**src/rtl/tc0480scp_rom_cache.sv**
```systemverilog
`timescale 1ns/1ps
`default_nettype none
// ============================================================================
// Module      : tc0480scp_rom_cache
// Description : Direct-mapped read cache between the TC0480SCP tile-gfx fetch
//               port and the SDRAM ROM channel. Toggle req/ack on both sides.
//               Optional hit/miss statistics: TC0480SCP_ROM_CACHE_STATS_EN.
// Revision    : 1.0 - initial release
// ============================================================================
module tc0480scp_rom_cache #(
    parameter int LINE_BITS  = 6,
    parameter int ADDR_WIDTH = 23
) (
    input  logic                  clk,
    input  logic                  reset,
    input  logic [ADDR_WIDTH-1:0] cli_address_i,
    input  logic                  cli_req_i,
    output logic                  cli_ack_o,
    output logic [63:0]           cli_data_o,
    input  logic                  flush_i,
    output logic [ADDR_WIDTH-1:0] mem_address_o,
    output logic                  mem_req_o,
    input  logic                  mem_ack_i,
    input  logic [63:0]           mem_data_i
`ifdef TC0480SCP_ROM_CACHE_STATS_EN
    ,
    output logic [15:0]           hit_count_o,
    output logic [15:0]           miss_count_o
`endif
);

    localparam int LINES    = 1 << LINE_BITS;
    localparam int TAG_BITS = ADDR_WIDTH - LINE_BITS - 3;

    typedef enum logic [1:0] {
        S_IDLE   = 2'd0,
        S_LOOKUP = 2'd1,
        S_FILL   = 2'd2
    } state_t;

    state_t                  state_q;
    logic [ADDR_WIDTH-1:3]   addr_q;
    logic                    cli_ack_q;
    logic [63:0]             cli_data_q;
    logic [ADDR_WIDTH-1:0]   mem_address_q;
    logic                    mem_req_q;
    logic                    flushed_q;
    logic [LINES-1:0]        valid_q;

    logic [63:0]             data_ram [LINES];
    logic [TAG_BITS-1:0]     tag_ram  [LINES];
    logic [63:0]             rd_data_q;
    logic [TAG_BITS-1:0]     rd_tag_q;

    logic [LINE_BITS-1:0]    w_req_idx;
    logic [LINE_BITS-1:0]    w_idx;
    logic [TAG_BITS-1:0]     w_tag;
    logic                    w_hit;
    logic                    w_fill_done;
    logic                    w_fill_valid;
    logic                    w_unused_bits;

    // The low three address bits select a byte inside the 64-bit word only.
    assign w_unused_bits = ^cli_address_i[2:0];

    assign w_req_idx    = cli_address_i[LINE_BITS+2:3];
    assign w_idx        = addr_q[LINE_BITS+2:3];
    assign w_tag        = addr_q[ADDR_WIDTH-1:LINE_BITS+3];
    // A flush in the lookup cycle must not let stale data through.
    assign w_hit        = valid_q[w_idx] && (rd_tag_q == w_tag) && !flush_i;
    assign w_fill_done  = (state_q == S_FILL) && (mem_ack_i == mem_req_q);
    // Data fetched across a flush may predate the ROM reload: return it, don't keep it.
    assign w_fill_valid = w_fill_done && !flushed_q && !flush_i;

    assign cli_ack_o     = cli_ack_q;
    assign cli_data_o    = cli_data_q;
    assign mem_address_o = mem_address_q;
    assign mem_req_o     = mem_req_q;

    // Line storage: written on fill completion, read with one cycle latency while idle.
    always_ff @(posedge clk) begin
        if (w_fill_done) begin
            data_ram[w_idx] <= mem_data_i;
            tag_ram[w_idx]  <= w_tag;
        end
        if (state_q == S_IDLE) begin
            rd_data_q <= data_ram[w_req_idx];
            rd_tag_q  <= tag_ram[w_req_idx];
        end
    end

    // Valid bits: flush clears all at once; a clean fill validates its line.
    always_ff @(posedge clk) begin
        if (reset || flush_i) begin
            valid_q <= '0;
        end else if (w_fill_valid) begin
            valid_q[w_idx] <= 1'b1;
        end
    end

    // Control FSM with registered handshake and data outputs.
    always_ff @(posedge clk) begin
        if (reset) begin
            state_q       <= S_IDLE;
            addr_q        <= '0;
            cli_ack_q     <= 1'b0;
            cli_data_q    <= '0;
            mem_address_q <= '0;
            mem_req_q     <= 1'b0;
            flushed_q     <= 1'b0;
        end else begin
            case (state_q)
                S_IDLE: begin
                    if (cli_req_i != cli_ack_q) begin
                        addr_q  <= cli_address_i[ADDR_WIDTH-1:3];
                        state_q <= S_LOOKUP;
                    end
                end
                S_LOOKUP: begin
                    if (w_hit) begin
                        cli_data_q <= rd_data_q;
                        cli_ack_q  <= ~cli_ack_q;
                        state_q    <= S_IDLE;
                    end else begin
                        mem_address_q <= {addr_q, 3'b000};
                        mem_req_q     <= ~mem_req_q;
                        flushed_q     <= 1'b0;
                        state_q       <= S_FILL;
                    end
                end
                S_FILL: begin
                    if (flush_i) begin
                        flushed_q <= 1'b1;
                    end
                    if (mem_ack_i == mem_req_q) begin
                        cli_data_q <= mem_data_i;
                        cli_ack_q  <= ~cli_ack_q;
                        state_q    <= S_IDLE;
                    end
                end
                default: begin
                    state_q <= S_IDLE;
                end
            endcase
        end
    end

`ifdef TC0480SCP_ROM_CACHE_STATS_EN
    logic [15:0] hit_cnt_q;
    logic [15:0] miss_cnt_q;
    logic [15:0] w_hit_base;
    logic [15:0] w_miss_base;
    logic        w_lookup;

    // A flush restarts the statistics; a lookup resolving in that cycle still counts.
    assign w_hit_base  = flush_i ? 16'h0000 : hit_cnt_q;
    assign w_miss_base = flush_i ? 16'h0000 : miss_cnt_q;
    assign w_lookup    = (state_q == S_LOOKUP);

    assign hit_count_o  = hit_cnt_q;
    assign miss_count_o = miss_cnt_q;

    // Saturating hit/miss counters, one increment per lookup resolution.
    always_ff @(posedge clk) begin
        if (reset) begin
            hit_cnt_q  <= 16'h0000;
            miss_cnt_q <= 16'h0000;
        end else begin
            hit_cnt_q  <= (w_lookup && w_hit && (w_hit_base != 16'hFFFF))
                          ? w_hit_base + 16'd1 : w_hit_base;
            miss_cnt_q <= (w_lookup && !w_hit && (w_miss_base != 16'hFFFF))
                          ? w_miss_base + 16'd1 : w_miss_base;
        end
    end
`endif

endmodule
`default_nettype wire

```
**config.mk**
```make
export PLATFORM = sky130hd
export DESIGN_NAME = tc0480scp_rom_cache
export DESIGN_NICKNAME = d
export VERILOG_FILES = /design/src/rtl/tc0480scp_rom_cache.sv
export SDC_FILE = /design/constraint.sdc
export NUM_CORES = 2
export LEC_CHECK = 0
export CORE_ASPECT_RATIO = 0.8
export CORE_MARGIN = 5
export CORE_UTILIZATION = 35
export DETAILED_ROUTE_END_ITERATION = 16
export PLACE_DENSITY = 0.6
export SETUP_SLACK_MARGIN = 0.1
export SLEW_MARGIN = 25
export SYNTH_ARGS = -nofsm -noshare
export SYNTH_HDL_FRONTEND = slang
export SYNTH_MEMORY_MAX_BITS = 65536
export SYNTH_SLANG_ARGS = --single-unit
```
**constraint.sdc**
```tcl
create_clock -name clk -period 5.7 [get_ports clk]
set_input_delay 0.57 -clock clk [delete_from_list [all_inputs] [get_ports clk]]
set_output_delay 0.57 -clock clk [all_outputs]
set_load 0.005 [all_outputs]
```
==> impl_metrics.ini <==
[synthesis]
synth_warnings = 0
postSynthRegisterBits = 5243
synth_edf_count = 5070
synthAdderAreaFrac = 0.000189
async_flop_share = 0
muxShareOfSynthArea = 0.192
ys_seq_area_frac = 0.785
ys_types = 51
synth-compound-area-share = 0.00728
yosys.area_share.simple = 0.00548
ys.flop_type = edfxtp_1
synth_xor_area_frac = 0.000750
avgSynthCellArea_um2 = 24.9
synth_top_area_cell = edfxtp_1
synth_top_family_by_area = multiplexers
yosysTopAreaCellShare = 0.767
synthCells = 7967
syn_area_mm2 = 0.198
synth_area_leaders = edfxtp_1, mux4_2, dfxtp_1

[run]
maxCapViolCount = 0

[cells_and_area]
seq_area_mm2 = 0.156
nNetsFinal = 8610
fin_cells = 16400
nFillCells = 48200
area_delta_synth_final_pct = 15.0
drive_above_1_share = 0.319
multiInputGateArea_mm2 = 0.0413

[sta]
period_share = 0.705
hold_viol = 0
worst_pin_slew_ns = 1.22
fmax_mhz = 249
setup_viol = 0
finalSetupTns_ns = 0
slew_headroom = 0.188
final_max_slew_viol_count = 0
rsz0062_at_grt = false
finClkSkew_ns = 0.0518
finalCriticalPeriod_ns = 4.02

[route]
drt_iter0_markers = 13300
ant_nets = 0
routed_via_density = 5.69
drcViolationCount = 0
wl_per_cell_um = 32.9
vias = 93300
wl_mm = 540
first_pass_iters = 8

[min_path]
holdPathStages = 1
min_from = mem_data_i[55]
whs_endpoint = data_ram[57][55]$_DFFE_PP_
hold_class = in2reg

[die]
num_rows = 247
die_h_um = 683
die_area_mm2 = 0.582
io_pins = 181
initial_utilization = 0.351
core_mm2 = 0.565
fp.dieW_um = 852

[global_routing]
antenna_found_initial = 42
grt_max_degree = 97
grt.overflow.total = 0
grt_pass1_wl_mm = 750
grt_use_total = 0.181
grt_pass1_vias = 92500

[clocking]
cts_made_buffers = 467
clkLatencyLatePin_ns = 1.06
tritoncts = done
numClockSinks = 5243
post_cts_buffers = 0
clock_path_buffers = 4
clk_pin_slew_ns = 0.07
cts_root_buf = clkbuf_16
cts_htree_levels = 5

[critical_path]
arrival_ns = 4.89
startpoint = addr_q[7]$_SDFFE_PP0P_
endpoint_kind = register
crit_path_start_kind = register
r2r_end = cli_data_o[30]$_SDFFE_PP0P_
worst-path-max-fanout = 19
worstSetupPathType = reg2reg
rr_startpoint = addr_q[7]$_SDFFE_PP0P_
reg2reg_slack_ns = 1.68
reg2regPathDepth = 8
required_ns = 6.57

[place]
dp_hpwl_mm = 285
port_buffers = 174
gp_congestion = 0.764
numPlacedInstances = 15500

[pwr]
p_leak_uw = 0.0693
peakVddDrop_v = 0.000381
p_per_area_mw_per_mm2 = 364

[status]
status = completed
## worst max-delay path by stage
stage	to
6_report	cli_data_o[30]$_SDFFE_PP0P_
3_3_place_gp	tag_ram[15][1]$_DFFE_PP_
2_1_floorplan	data_ram[47][0]$_DFFE_PP_
5_1_grt	cli_data_o[30]$_SDFFE_PP0P_
3_5_place_dp	data_ram[63][8]$_DFFE_PP_
4_1_cts	cli_data_o[30]$_SDFFE_PP0P_
## what timing repair did
item,4_1_cts,5_1_grt
resized for setup,0,0
hold buffers,2,1
endpoints found under the hold margin,39,16
## power by group
group          internal, uW  total, uW  leakage (uW)  switching, uW
registers             43500      43900        0.0472            378
clock network         17600      31800       0.00748          14200
logic                  2520       7380        0.0146           4850
## registers in the layout (all words and copies together) (netlist names)
name / flops
mem_req_o: 1
mem_address_o: 20
rd_data_q: 64
addr_q: 20
data_ram: 4096
flushed_q: 1
cli_data_o: 64
rd_tag_q: 14
tag_ram: 896
cli_ack_o: 1
state_q: 2
valid_q: 64
## cells by family after synthesis
family                     after synthesis
adders and majority gates                3
xor gates and xnor gates                17
DFF                                   5243
AOI/OAI and AO/OA                      243
muxes                                 1751
and+or+nand+nor                        256
other                                    1
buffers and inverters                  453
## cell usage after synthesis (all sizes together), types with 2 or more instances
cell type,n
nand3,3
inv,5
nor4,3
mux2i,107
nor3b,3
o22ai,4
nor2,163
nand2,51
dfxtp,173
o221ai,2
a31oi,2
nor2b,2
o21ai,5
and2,4
and3b,2
o31ai,3
nor3,8
edfxtp,5070
and3,4
nand2b,4
mux4,1642
ha,3
or3b,3
buf,160
a211oi,66
clkbuf,288
a21oi,152
xor2,16
mux2,2
nand3b,3
## stage by stage
step                 util  setup WS [ns]  cell area (um2)  hold WS, ns  total power (uW)
floorplan               -          0.553           198000        0.431             48500
global placement    0.376           1.18           213000        0.450             52000
detailed placement  0.376           1.22           213000        0.454             52200
CTS                 0.403           1.76           228000       0.0742             83700
global route        0.403           1.57           228000      0.00219             85800
finish              0.404           1.68           228000       0.0370             83000
## cell type report
class / instances / share of cell area
tap: 7470 / 0.0410
clock buffer: 563 / 0.0536
multi-input combinational: 2273 / 0.181
inverter: 5 / 0.0000823
clock inverter: 300 / 0.0134
timing repair buffer: 525 / 0.0278
sequential: 5243 / 0.683
antenna: 11 / 0.000121
## layout by cell type (no fill, tap or decap), drive strengths merged, types with 4 or more instances in the layout
| cell type | count |
|---|---|
| a211oi | 66 |
| a21oi | 152 |
| and2 | 4 |
| and3 | 4 |
| buf | 418 |
| bufinv | 51 |
| clkbuf | 564 |
| clkdlybuf4s50 | 103 |
| clkinv | 214 |
| clkinvlp | 19 |
| dfxtp | 173 |
| diode | 11 |
| edfxtp | 5070 |
| inv | 21 |
| mux2i | 107 |
| mux4 | 1642 |
| nand2 | 51 |
| nand2b | 4 |
| nor2 | 163 |
| nor3 | 8 |
| o21ai | 5 |
| o22ai | 4 |
| xor2 | 16 |
## layer usage
metal  wire (um)  track usage  share of wire
met2      248000        0.277           0.46
met3       54500       0.0374           0.10
met5          27            0       0.000050
met1      225000        0.269           0.42
met4       13200       0.0414          0.024
## critical path, stage by stage, from the launching register on
cell and delay [ns]:
dfxtp_1 0.72, or3b_1 0.84, o221ai_1 0.34, o31a_1 0.20, o2bb2ai_1 0.19, a41oi_4 0.38, and2_4 0.59, buf_4 0.37
a211oi_1 0.13
No activity file was read; power rests on OpenSTA's default activity.
